--- src/rtl/mem_stage_pkg.sv ---
// mem_stage_pkg
// Shared definitions for the memory stage:
//   - state_t    : FSM state encoding (IDLE, ACCESS)
//   - SIZE_*     : access size codes taken from funct3[1:0]
//   - BE_W/OFF_W : byte-enable width and byte-offset width
// No configuration macros are used in this file.
package mem_stage_pkg;

    typedef enum logic {
        ST_IDLE   = 1'b0,
        ST_ACCESS = 1'b1
    } state_t;

    localparam int BE_W  = 4;
    localparam int OFF_W = 2;

    // funct3[1:0] selects the size; funct3[2] is the unsigned flag used downstream
    localparam logic [1:0] SIZE_B = 2'b00;
    localparam logic [1:0] SIZE_H = 2'b01;
    localparam logic [1:0] SIZE_W = 2'b10;

endpackage

--- src/rtl/mem_stage_if.sv ---
// mem_stage_if
// Data-memory bus between the memory stage (master) and the data memory (slave).
// Signals:
//   req   : request, held until ack or abort
//   we    : 1 = store, 0 = load
//   addr  : word address, bits [1:0] always 0
//   be    : byte enables
//   wdata : lane-replicated store data
//   rdata : read data, valid with ack
//   ack   : memory completes the current request
// No configuration macros are used in this file.
interface mem_stage_if;
    import mem_stage_pkg::*;

    logic             req;
    logic             we;
    logic [31:0]      addr;
    logic [BE_W-1:0]  be;
    logic [31:0]      wdata;
    logic [31:0]      rdata;
    logic             ack;

    modport master (
        output req, we, addr, be, wdata,
        input  rdata, ack
    );

    modport slave (
        input  req, we, addr, be, wdata,
        output rdata, ack
    );

endinterface

--- src/rtl/mem_align.sv ---
// mem_align
// Combinational lane logic for the memory stage.
// Ports:
//   size          in  access size (funct3[1:0])
//   off           in  raw byte offset of the effective address
//   store_data    in  store data from execute
//   load_off      in  byte offset captured for the access in flight
//   load_data     in  raw read data from memory
//   eff_off       out offset actually used (H clears bit 0, W clears both bits)
//   be            out byte enables
//   wdata         out lane-replicated store data
//   load_shifted  out read data shifted so the addressed byte sits at [7:0]
//   misalign_trap out access must not be issued (only with MEM_MISALIGN_TRAP_EN)
// Configuration: MEM_MISALIGN_TRAP_EN enables trapping of misaligned H/W accesses;
// when undefined, misaligned accesses are silently aligned down.
module mem_align
    import mem_stage_pkg::*;
(
    input  logic [1:0]       size,
    input  logic [OFF_W-1:0] off,
    input  logic [31:0]      store_data,
    input  logic [OFF_W-1:0] load_off,
    input  logic [31:0]      load_data,
    output logic [OFF_W-1:0] eff_off,
    output logic [BE_W-1:0]  be,
    output logic [31:0]      wdata,
    output logic [31:0]      load_shifted,
    output logic             misalign_trap
);

    // Size decode: anything other than B or H is treated as a word access
    always_comb begin
        eff_off = '0;
        be      = 4'b1111;
        wdata   = store_data;
        case (size)
            SIZE_B: begin
                eff_off = off;
                be      = 4'b0001 << off;
                wdata   = {4{store_data[7:0]}};
            end
            SIZE_H: begin
                eff_off = {off[1], 1'b0};
                be      = 4'b0011 << {off[1], 1'b0};
                wdata   = {2{store_data[15:0]}};
            end
            default: begin
                eff_off = '0;
                be      = 4'b1111;
                wdata   = store_data;
            end
        endcase
    end

    // Bring the addressed byte down to bit 0; extension happens downstream
    assign load_shifted = load_data >> {load_off, 3'b000};

`ifdef MEM_MISALIGN_TRAP_EN
    always_comb begin
        misalign_trap = 1'b0;
        case (size)
            SIZE_B:  misalign_trap = 1'b0;
            SIZE_H:  misalign_trap = off[0];
            default: misalign_trap = (off != 2'b00);
        endcase
    end
`else
    assign misalign_trap = 1'b0;
`endif

endmodule

--- src/rtl/mem_stage.sv ---
// mem_stage
// Pipeline memory stage: issues loads/stores on the data-memory bus, stalls the
// upstream stages while an access is in flight, aborts on timeout, and registers
// results toward write-back.
// Ports:
//   clk, rst                 clock and synchronous active-high reset
//   valid_ex, mem_rd_ex, mem_wr_ex, funct3_ex, alu_res_ex, rs2_data_ex,
//   gpr_we_ex, addr_rd_ex    instruction from execute
//   dmem                     data-memory bus (mem_stage_if.master)
//   stall_mem                upstream holds its outputs while 1
//   funct3_mem_wb, mem_mem_wb, gpr_we_mem, addr_rd_mem,
//   data_rd_mem, data_rd_mem_load   registered write-back outputs
//   mem_err                  one-cycle pulse on timeout or misalign trap
// Parameter TIMEOUT_CYCLES: ACCESS cycles to wait for ack before aborting.
// Configuration: MEM_MISALIGN_TRAP_EN (handled inside mem_align).
module mem_stage
    import mem_stage_pkg::*;
#(
    parameter int TIMEOUT_CYCLES = 15
) (
    input  logic        clk,
    input  logic        rst,
    input  logic        valid_ex,
    input  logic        mem_rd_ex,
    input  logic        mem_wr_ex,
    input  logic [2:0]  funct3_ex,
    input  logic [31:0] alu_res_ex,
    input  logic [31:0] rs2_data_ex,
    input  logic        gpr_we_ex,
    input  logic [4:0]  addr_rd_ex,
    mem_stage_if.master dmem,
    output logic        stall_mem,
    output logic [2:0]  funct3_mem_wb,
    output logic        mem_mem_wb,
    output logic        gpr_we_mem,
    output logic [4:0]  addr_rd_mem,
    output logic [31:0] data_rd_mem,
    output logic [31:0] data_rd_mem_load,
    output logic        mem_err
);

    localparam int CNT_W = $clog2(TIMEOUT_CYCLES + 1);
    localparam logic [CNT_W-1:0] CNT_LAST = CNT_W'(TIMEOUT_CYCLES - 1);

    state_t           state;
    logic [CNT_W-1:0] cnt;

    // Instruction captured for the access in flight
    logic [31:0]      alu_q;
    logic [2:0]       funct3_q;
    logic [4:0]       rd_q;
    logic             gpr_we_q;
    logic             load_q;
    logic [OFF_W-1:0] off_q;

    logic             is_mem_ex;
    logic [OFF_W-1:0] eff_off;
    logic [BE_W-1:0]  be_c;
    logic [31:0]      wdata_c;
    logic [31:0]      load_shifted;
    logic             misalign_trap;

    assign is_mem_ex = mem_rd_ex | mem_wr_ex;

    mem_align u_align (
        .size          (funct3_ex[1:0]),
        .off           (alu_res_ex[1:0]),
        .store_data    (rs2_data_ex),
        .load_off      (off_q),
        .load_data     (dmem.rdata),
        .eff_off       (eff_off),
        .be            (be_c),
        .wdata         (wdata_c),
        .load_shifted  (load_shifted),
        .misalign_trap (misalign_trap)
    );

    // Stall is combinational so execute holds in the same cycle it presents a
    // memory op; it releases in the ack cycle so the next instruction flows in.
    always_comb begin
        stall_mem = 1'b0;
        if (state == ST_IDLE)
            stall_mem = valid_ex && is_mem_ex && !misalign_trap;
        else
            stall_mem = !dmem.ack;
    end

    // FSM with registered bus and write-back outputs. gpr_we_mem, mem_mem_wb
    // and mem_err default to 0 each cycle so every path that does not
    // complete an instruction produces a bubble.
    always_ff @(posedge clk) begin
        if (rst) begin
            state            <= ST_IDLE;
            cnt              <= '0;
            dmem.req         <= 1'b0;
            dmem.we          <= 1'b0;
            dmem.addr        <= '0;
            dmem.be          <= '0;
            dmem.wdata       <= '0;
            alu_q            <= '0;
            funct3_q         <= '0;
            rd_q             <= '0;
            gpr_we_q         <= 1'b0;
            load_q           <= 1'b0;
            off_q            <= '0;
            funct3_mem_wb    <= '0;
            mem_mem_wb       <= 1'b0;
            gpr_we_mem       <= 1'b0;
            addr_rd_mem      <= '0;
            data_rd_mem      <= '0;
            data_rd_mem_load <= '0;
            mem_err          <= 1'b0;
        end else begin
            mem_err    <= 1'b0;
            gpr_we_mem <= 1'b0;
            mem_mem_wb <= 1'b0;
            case (state)
                ST_IDLE: begin
                    if (valid_ex && is_mem_ex) begin
                        if (misalign_trap) begin
                            mem_err <= 1'b1;
                        end else begin
                            state      <= ST_ACCESS;
                            cnt        <= '0;
                            dmem.req   <= 1'b1;
                            dmem.we    <= mem_wr_ex;
                            dmem.addr  <= {alu_res_ex[31:2], 2'b00};
                            dmem.be    <= be_c;
                            dmem.wdata <= wdata_c;
                            alu_q      <= alu_res_ex;
                            funct3_q   <= funct3_ex;
                            rd_q       <= addr_rd_ex;
                            gpr_we_q   <= gpr_we_ex;
                            load_q     <= !mem_wr_ex;
                            off_q      <= eff_off;
                        end
                    end else if (valid_ex) begin
                        data_rd_mem   <= alu_res_ex;
                        addr_rd_mem   <= addr_rd_ex;
                        funct3_mem_wb <= funct3_ex;
                        gpr_we_mem    <= gpr_we_ex;
                    end
                end
                ST_ACCESS: begin
                    // Ack is tested first so it wins over a same-cycle timeout
                    if (dmem.ack) begin
                        state            <= ST_IDLE;
                        dmem.req         <= 1'b0;
                        dmem.we          <= 1'b0;
                        dmem.be          <= '0;
                        data_rd_mem      <= alu_q;
                        data_rd_mem_load <= load_shifted;
                        addr_rd_mem      <= rd_q;
                        funct3_mem_wb    <= funct3_q;
                        mem_mem_wb       <= load_q;
                        gpr_we_mem       <= load_q & gpr_we_q;
                    end else if (cnt == CNT_LAST) begin
                        state    <= ST_IDLE;
                        dmem.req <= 1'b0;
                        dmem.we  <= 1'b0;
                        dmem.be  <= '0;
                        mem_err  <= 1'b1;
                    end else begin
                        cnt <= cnt + 1'b1;
                    end
                end
                default: state <= ST_IDLE;
            endcase
        end
    end

endmodule

--- src/flat_wrapper.sv ---
// flat-port wrapper written by rule: the top's interface ports become plain ports
module mem_stage_flat import mem_stage_pkg::*;
#(
    parameter int TIMEOUT_CYCLES = 15
)
  (clk, rst, valid_ex, mem_rd_ex, mem_wr_ex, funct3_ex, alu_res_ex, rs2_data_ex, gpr_we_ex, addr_rd_ex, stall_mem, funct3_mem_wb, mem_mem_wb, gpr_we_mem, addr_rd_mem, data_rd_mem, data_rd_mem_load, mem_err, dmem_req, dmem_we, dmem_addr, dmem_be, dmem_wdata, dmem_rdata, dmem_ack);
  mem_stage_if dmem_i ();
  input  logic clk;
  input  logic rst;
  input  logic valid_ex;
  input  logic mem_rd_ex;
  input  logic mem_wr_ex;
  input  logic [2:0] funct3_ex;
  input  logic [31:0] alu_res_ex;
  input  logic [31:0] rs2_data_ex;
  input  logic gpr_we_ex;
  input  logic [4:0] addr_rd_ex;
  output logic stall_mem;
  output logic [2:0] funct3_mem_wb;
  output logic mem_mem_wb;
  output logic gpr_we_mem;
  output logic [4:0] addr_rd_mem;
  output logic [31:0] data_rd_mem;
  output logic [31:0] data_rd_mem_load;
  output logic mem_err;
  output wire logic [$bits(dmem_i.req)-1:0] dmem_req;
  output wire logic [$bits(dmem_i.we)-1:0] dmem_we;
  output wire logic [$bits(dmem_i.addr)-1:0] dmem_addr;
  output wire logic [$bits(dmem_i.be)-1:0] dmem_be;
  output wire logic [$bits(dmem_i.wdata)-1:0] dmem_wdata;
  input wire logic [$bits(dmem_i.rdata)-1:0] dmem_rdata;
  input wire logic [$bits(dmem_i.ack)-1:0] dmem_ack;
  assign dmem_req = dmem_i.req;
  assign dmem_we = dmem_i.we;
  assign dmem_addr = dmem_i.addr;
  assign dmem_be = dmem_i.be;
  assign dmem_wdata = dmem_i.wdata;
  assign dmem_i.rdata = dmem_rdata;
  assign dmem_i.ack = dmem_ack;
  mem_stage #(.TIMEOUT_CYCLES(TIMEOUT_CYCLES)) u_core (.clk(clk), .rst(rst), .valid_ex(valid_ex), .mem_rd_ex(mem_rd_ex), .mem_wr_ex(mem_wr_ex), .funct3_ex(funct3_ex), .alu_res_ex(alu_res_ex), .rs2_data_ex(rs2_data_ex), .gpr_we_ex(gpr_we_ex), .addr_rd_ex(addr_rd_ex), .dmem(dmem_i), .stall_mem(stall_mem), .funct3_mem_wb(funct3_mem_wb), .mem_mem_wb(mem_mem_wb), .gpr_we_mem(gpr_we_mem), .addr_rd_mem(addr_rd_mem), .data_rd_mem(data_rd_mem), .data_rd_mem_load(data_rd_mem_load), .mem_err(mem_err));
endmodule
--- config.mk ---
export PLATFORM = sky130hd
export DESIGN_NAME = mem_stage_flat
export DESIGN_NICKNAME = d
export VERILOG_FILES = /design/src/rtl/mem_stage_pkg.sv /design/src/rtl/mem_stage_if.sv /design/src/rtl/mem_align.sv /design/src/rtl/mem_stage.sv /design/src/flat_wrapper.sv
export SDC_FILE = /design/constraint.sdc
export NUM_CORES = 1
export LEC_CHECK = 0
export CORE_ASPECT_RATIO = 0.8
export CORE_MARGIN = 2
export CORE_UTILIZATION = 30
export DETAILED_ROUTE_END_ITERATION = 6
export PLACE_DENSITY_LB_ADDON = 0.1
export SLEW_MARGIN = 30
export SYNTH_ARGS = -nofsm -noshare
export SYNTH_HDL_FRONTEND = slang
export SYNTH_SLANG_ARGS = --single-unit
--- constraint.sdc ---
create_clock -name clk -period 1.4 [get_ports clk]
set_input_delay 0.21 -clock clk [delete_from_list [all_inputs] [get_ports clk]]
set_output_delay 0.21 -clock clk [all_outputs]
set_load 0.02 [all_outputs]
# After elaboration in Yosys (flattened, before gate mapping)

Index checks and enable logic that the tools add are counted.

Add/subtract/negate cells: 1
Eq/ne operators: 9
Shift-type cells: 3
Multiplexer cells: 41
Bitwise logic cells: 4
Reduce and logical (&&, ||, !) cells: 10

Operators with widths:

| operator                                        | count |
|---|---|
| one-hot mux 32 bit (2 select lines)             | 2 |
| two-way mux 32 bit                              | 3 |
| right shift 32 x 5 -> 32 bit                    | 1 |
| two-way mux 4 bit                               | 6 |
| one-hot mux 4 bit (2 select lines)              | 3 |
| two-way mux 5 bit                               | 3 |
| two-way mux 1 bit                               | 13 |
| inequality test 2 bit, second input constant    | 6 |
| one-hot mux 1 bit (2 select lines)              | 5 |
| one-hot mux 5 bit (2 select lines)              | 1 |
| two-way mux 3 bit                               | 3 |
| one-hot mux 3 bit (2 select lines)              | 1 |
| AND reduction 2 bit                             | 3 |
| AND reduction 3 bit                             | 2 |
| adder 4 x 1 -> 4 bit, second input constant     | 1 |
| == test 4 bit, second input constant            | 1 |
| one-hot mux 2 bit (2 select lines)              | 1 |
| left shift 1 x 2 -> 4 bit, first input constant | 1 |
| left shift 2 x 2 -> 4 bit, first input constant | 1 |
| inequality test 3 bit, second input constant    | 1 |
| OR reduction 3 bit                              | 1 |
| == test 2 x 1 -> 1 bit, second input constant   | 1 |
| zero test 1 bit                                 | 2 |
| zero test 2 bit                                 | 1 |
| other kinds (4)                                 | 5 |

Flip-flop bits (word level): 192

# Logic depth before layout (Yosys ltp)

Word-level depth: 4
Gate-level depth with buffers: 8

# Modules after synthesis

Synthesis repeated with hierarchy kept, for this count alone.

Cell total of the unflattened synthesis: 878
Area total of the unflattened synthesis: 7314.5 um^2

By module, submodules not included:

| module    | instances | cells an instance | area each (um^2) | sequential area each (um^2) |
|---|---|---|---|---|
| mem_stage | 1         | 749               | 6269.8           | 3243.1 |
| mem_align | 1         | 129               | 1044.8           | 0.0 |

# Worst setup path before layout

OpenSTA, ideal clock, no wires.

Path type: reg2reg
From: reg u_core.cnt[0]
To: reg u_core.dmem.be[3]
Arrival: 1.326 ns
Required time: 1.272 ns
Setup slack: -0.054 ns
Cell stages (with the launch flop): 7
Path buffers: 0
Period minus slack after synthesis: 1.454 ns
Cells stage by stage: dfxtp_1 inv_1 ha_1 and3_1 o22ai_2 mux2i_1 nor2_1

Longest elaborated chain between the ends: 3

Ends and longest elaborated chain:

| item                            | line               | source |
|---|---|---|
| start: declaration              | mem_stage.sv:46    | `logic [CNT_W-1:0] cnt;` |
| start signal: assignment        | mem_stage.sv:164   | `cnt <= cnt + 1'b1;` |
| == test 4 bit                   | mem_stage.sv:157   | `end else if (cnt == CNT_LAST) begin` |
| inequality test 3 bit (no line) | --                 |  |
| AND reduction 2 bit (no line)   | --                 |  |
| end signal: assignment          | mem_stage.sv:128   | `dmem.be <= be_c;` |
| end signal: assignment          | mem_stage.sv:150   | `dmem.be <= '0;` |
| end signal: assignment          | mem_stage.sv:161   | `dmem.be <= '0;` |
| end: declaration                | mem_stage_if.sv:24 | `output req, we, addr, be, wdata,` |

Every way passes these cells.
A chain may end at the register's enable or synchronous reset.

# Worst setup path after layout

From: reg u_core.state
To: out stall_mem

Longest elaborated chain between the ends: 1

Ends and longest elaborated chain:

| item                     | line               | source |
|---|---|---|
| start: declaration       | mem_stage.sv:45    | `state_t state;` |
| start signal: assignment | mem_stage.sv:93    | `state <= ST_IDLE;` |
| start signal: assignment | mem_stage.sv:123   | `state <= ST_ACCESS;` |
| start signal: assignment | mem_stage.sv:147   | `state <= ST_IDLE;` |
| two-way mux 1 bit        | mem_stage.sv:82    | `if (state == ST_IDLE)` |
| end: declaration         | flat_wrapper.sv:18 | `output logic stall_mem;` |

Every way passes these cells.

==> impl_metrics.json <==
{
  "outcome": "finished, violations left",
  "violations": "negative setup slack",
  "nFillCells": 2195,
  "fin_crit_ns": 1.49,
  "gp_congestion": 0.794,
  "grt_pass1_vias": 6546,
  "die_y_um": 142,
  "irDropWorstVdd_uv": 696,
  "antenna_found_initial": 1,
  "synth_cell_types": 39,
  "track_usage_pct": 19.0,
  "crit_cells": 5,
  "die_w_um": 176,
  "max-cap-violations": 0,
  "postRouteAntennaNets": 0,
  "clkTransAtPathRegs_ns": 0.06,
  "max_stage_delay_ns": 0.37,
  "rsz0062_at_grt": "true",
  "required_ns": 1.19,
  "drt_iter0_markers": 237,
  "wl_um": 24900,
  "h-tree-depth": 4,
  "final_hold_viol_count": 0,
  "design.portCount": 257,
  "synth_seq_area_share_pct": 45.6,
  "yosysWarnings": 0,
  "drive_gt1_share_pct": 25.1,
  "drc": 0,
  "avgSynthCellArea_um2": 8.69,
  "cts_tree": "done",
  "nets": 1213,
  "reg2reg_to": "u_core.addr_rd_mem[3]",
  "die_area_um2": 25000,
  "numCtsBuffers": 17,
  "grt_overflow": 0,
  "crit_path_end": "stall_mem",
  "core_area_um2": 23300,
  "cts_hold_buffers": 0,
  "combPwrFrac_pct": 23.5,
  "max_freq_mhz": 671,
  "drv_slew": 0,
  "worst_slack_ns": -0.0911,
  "preCtsSetupSlack_ns": -0.510,
  "ctsLongestPathBuffers": 2,
  "min_path_type": "in2reg",
  "synthesis.area_um2": 7120,
  "end_kind": "output pin",
  "path_cells": "nor2b_4 -> buf_4 -> o21ai_4 -> nand2_2 -> buf_6",
  "arrival_ns": 1.28,
  "worstSetupStartpoint": "u_core.state",
  "cp_slowest_cell": "dfxtp_4",
  "row_count": 50,
  "r2r-start": "u_core.state",
  "seqPwrFrac_pct": 39.5,
  "clock_sinks": 162,
  "port_buffers": 254,
  "p_sw_share_pct": 29.3,
  "ys_seq_elements": 162,
  "r2r_setup_slack_ns": -0.09,
  "path_max_fanout": 4,
  "path_buf_inv": 2,
  "syn_inst": 819,
  "fin_worst_skew_ns": 0.0162,
  "grt_pass1_wl_um": 37000,
  "finalCritPeriodShare_pct": 107,
  "power.leakage_nw": 4.96,
  "netSwitchingPower_w": 0.00377,
  "power.total_w": 0.0129,
  "power_density_nw_per_um2": 1070,
  "first_pass_iters": 4,
  "n_antenna_cell": 0,
  "area_growth_pct": 68.2,
  "p_int_w": 0.00909,
  "vias_per_cell": 4.81,
  "final_common_cell": "dfxtp_1",
  "cts_root_buffer": "clkbuf_16",
  "crit_family": "flip-flops",
  "cp-start-kind": "flip-flop",
  "pwr-share-clk_pct": 37.1,
  "max_slew_margin_pct": 66.7,
  "grt_max_degree": 47,
  "final_cell_mix": "dfxtp_1, nand2_1, dlygate4sd2_1",
  "post_drt_wl_per_cell_um": 17.5,
  "vias": 6857,
  "insertion_delay_ns": 0.43,
  "setup_viol": 87,
  "dp_hpwl_um": 15500,
  "tightest_slew_ns": 0.499,
  "initial_core_util_pct": 30.5,
  "rr_worst_depth": 7,
  "path_class": "reg2out"
}
==> registers in the layout, summed over array words and instances, names as in the netlist, 4 cells and up <==
register / flops
u_core.cnt: 4
u_core.dmem.be: 4
u_core.alu_q: 31
u_core.rd_q: 5
u_core.data_rd_mem_load: 32
u_core.dmem.wdata: 32
u_core.data_rd_mem: 32
u_core.addr_rd_mem: 5
==> synth_stat cells (all sizes together) <==
| master | instances | area (um2) |
|---|---|---|
| and2 | 1 | 6.26 |
| buf | 69 | 502 |
| ha | 2 | 25.0 |
| inv | 3 | 11.3 |
| mux2 | 8 | 90.1 |
| and3 | 2 | 12.5 |
| o21ai | 18 | 90.1 |
| a32oi | 1 | 8.76 |
| nor3 | 3 | 15.0 |
| a211oi | 49 | 373 |
| mux2i | 75 | 751 |
| o31ai | 1 | 7.51 |
| or3 | 2 | 12.5 |
| nand4b | 1 | 8.76 |
| conb | 1 | 3.75 |
| nor4b | 1 | 8.76 |
| nand2 | 145 | 544 |
| o21a | 1 | 7.51 |
| o22ai | 1 | 12.5 |
| clkinv | 1 | 3.75 |
| a31oi | 3 | 18.8 |
| dfxtp | 162 | 3240 |
| a21oi | 76 | 380 |
| nand2b | 4 | 25.0 |
| a21o | 1 | 7.51 |
| a22oi | 17 | 128 |
| nand3 | 5 | 25.0 |
| o21bai | 1 | 7.51 |
| a311oi | 8 | 70.1 |
| nor2 | 92 | 345 |
| nor2b | 2 | 15.0 |
| clkbuf | 31 | 116 |
| o211ai | 24 | 180 |
| nand3b | 8 | 60.1 |
==> cells by family after synthesis <==
logic type	synth area share (%)
other	0.0527
AO/OA/AOI/OAI	18.1
buffers and inverters	8.90
multiplexers	11.8
AND/OR/NAND/NOR	15.2
adder cells (fa/ha/maj)	0.352
flip-flops	45.6
==> metal layers <==
metal | global-route usage, % | wire length (um) | up-vias | share of wire [%]
li1 | - | - | 3395 | -
met1 | 26.6 | 12000 | 3229 | 48
met2 | 27.9 | 10700 | 216 | 43
met3 | 6.24 | 1990 | 17 | 8.0
met4 | 4.92 | 255 | 0 | 1.0
met5 | 0 | 0 | - | 0
==> power groups by stage <==
stage / clock network, W / logic (W) / registers [W]
floorplan: 0 / 0.00106 / 0.00542
global placement: 0 / 0.00255 / 0.00518
detailed placement: 0 / 0.00256 / 0.00518
CTS: 0.00488 / 0.00282 / 0.00506
global route: 0.00508 / 0.00323 / 0.00511
finish: 0.00477 / 0.00302 / 0.00508
==> how the worst min path moves through the flow <==
stage,startpoint,end,slack (ns),cells after the start
final,rst,u_core.alu_q[19],0.13,2
after global routing,rst,u_core.funct3_q[2],0.13,2
after CTS,rst,u_core.cnt[1],0.11,2
after detailed placement,u_core.alu_q[0],u_core.alu_q[0],0.45,2
after global placement,u_core.dmem.be[0],u_core.dmem.be[0],0.44,2
after floorplan,mem_wr_ex,u_core.load_q,0.31,1
==> stage by stage <==
step	TNS, ns	cells	hold slack (ns)	area, um2	utilization, %
detailed placement	-63.71	1354	0.446	10200	43.6
finish	-3.67	1425	0.133	12000	51.3
CTS	-6.57	1413	0.107	11400	48.8
global placement	-58.42	1354	0.442	10200	43.6
floorplan	0	820	0.306	7130	-
global route	-12.27	1425	0.127	12000	51.3
==> repair_timing <==
action | 4_1_cts | 5_1_grt
pin swaps | 4 | 59
gates resized for setup | 205 | 145
cloned | 12 | 6
endpoints found under the setup margin | 265 | 155
setup buffers | 15 | 10
==> layout make-up <==
class | instances | area (um2) | area share (%)
flip-flops and latches | 162 | 3250 | 27.2
clock inverters | 14 | 151 | 1.26
clock buffers | 18 | 439 | 3.67
multi-input cells | 554 | 3840 | 32.1
repair buffers | 361 | 3880 | 32.4
well taps | 312 | 390 | 3.26
inverters | 4 | 15.0 | 0.125
Power figures use the tool's default switching activity.
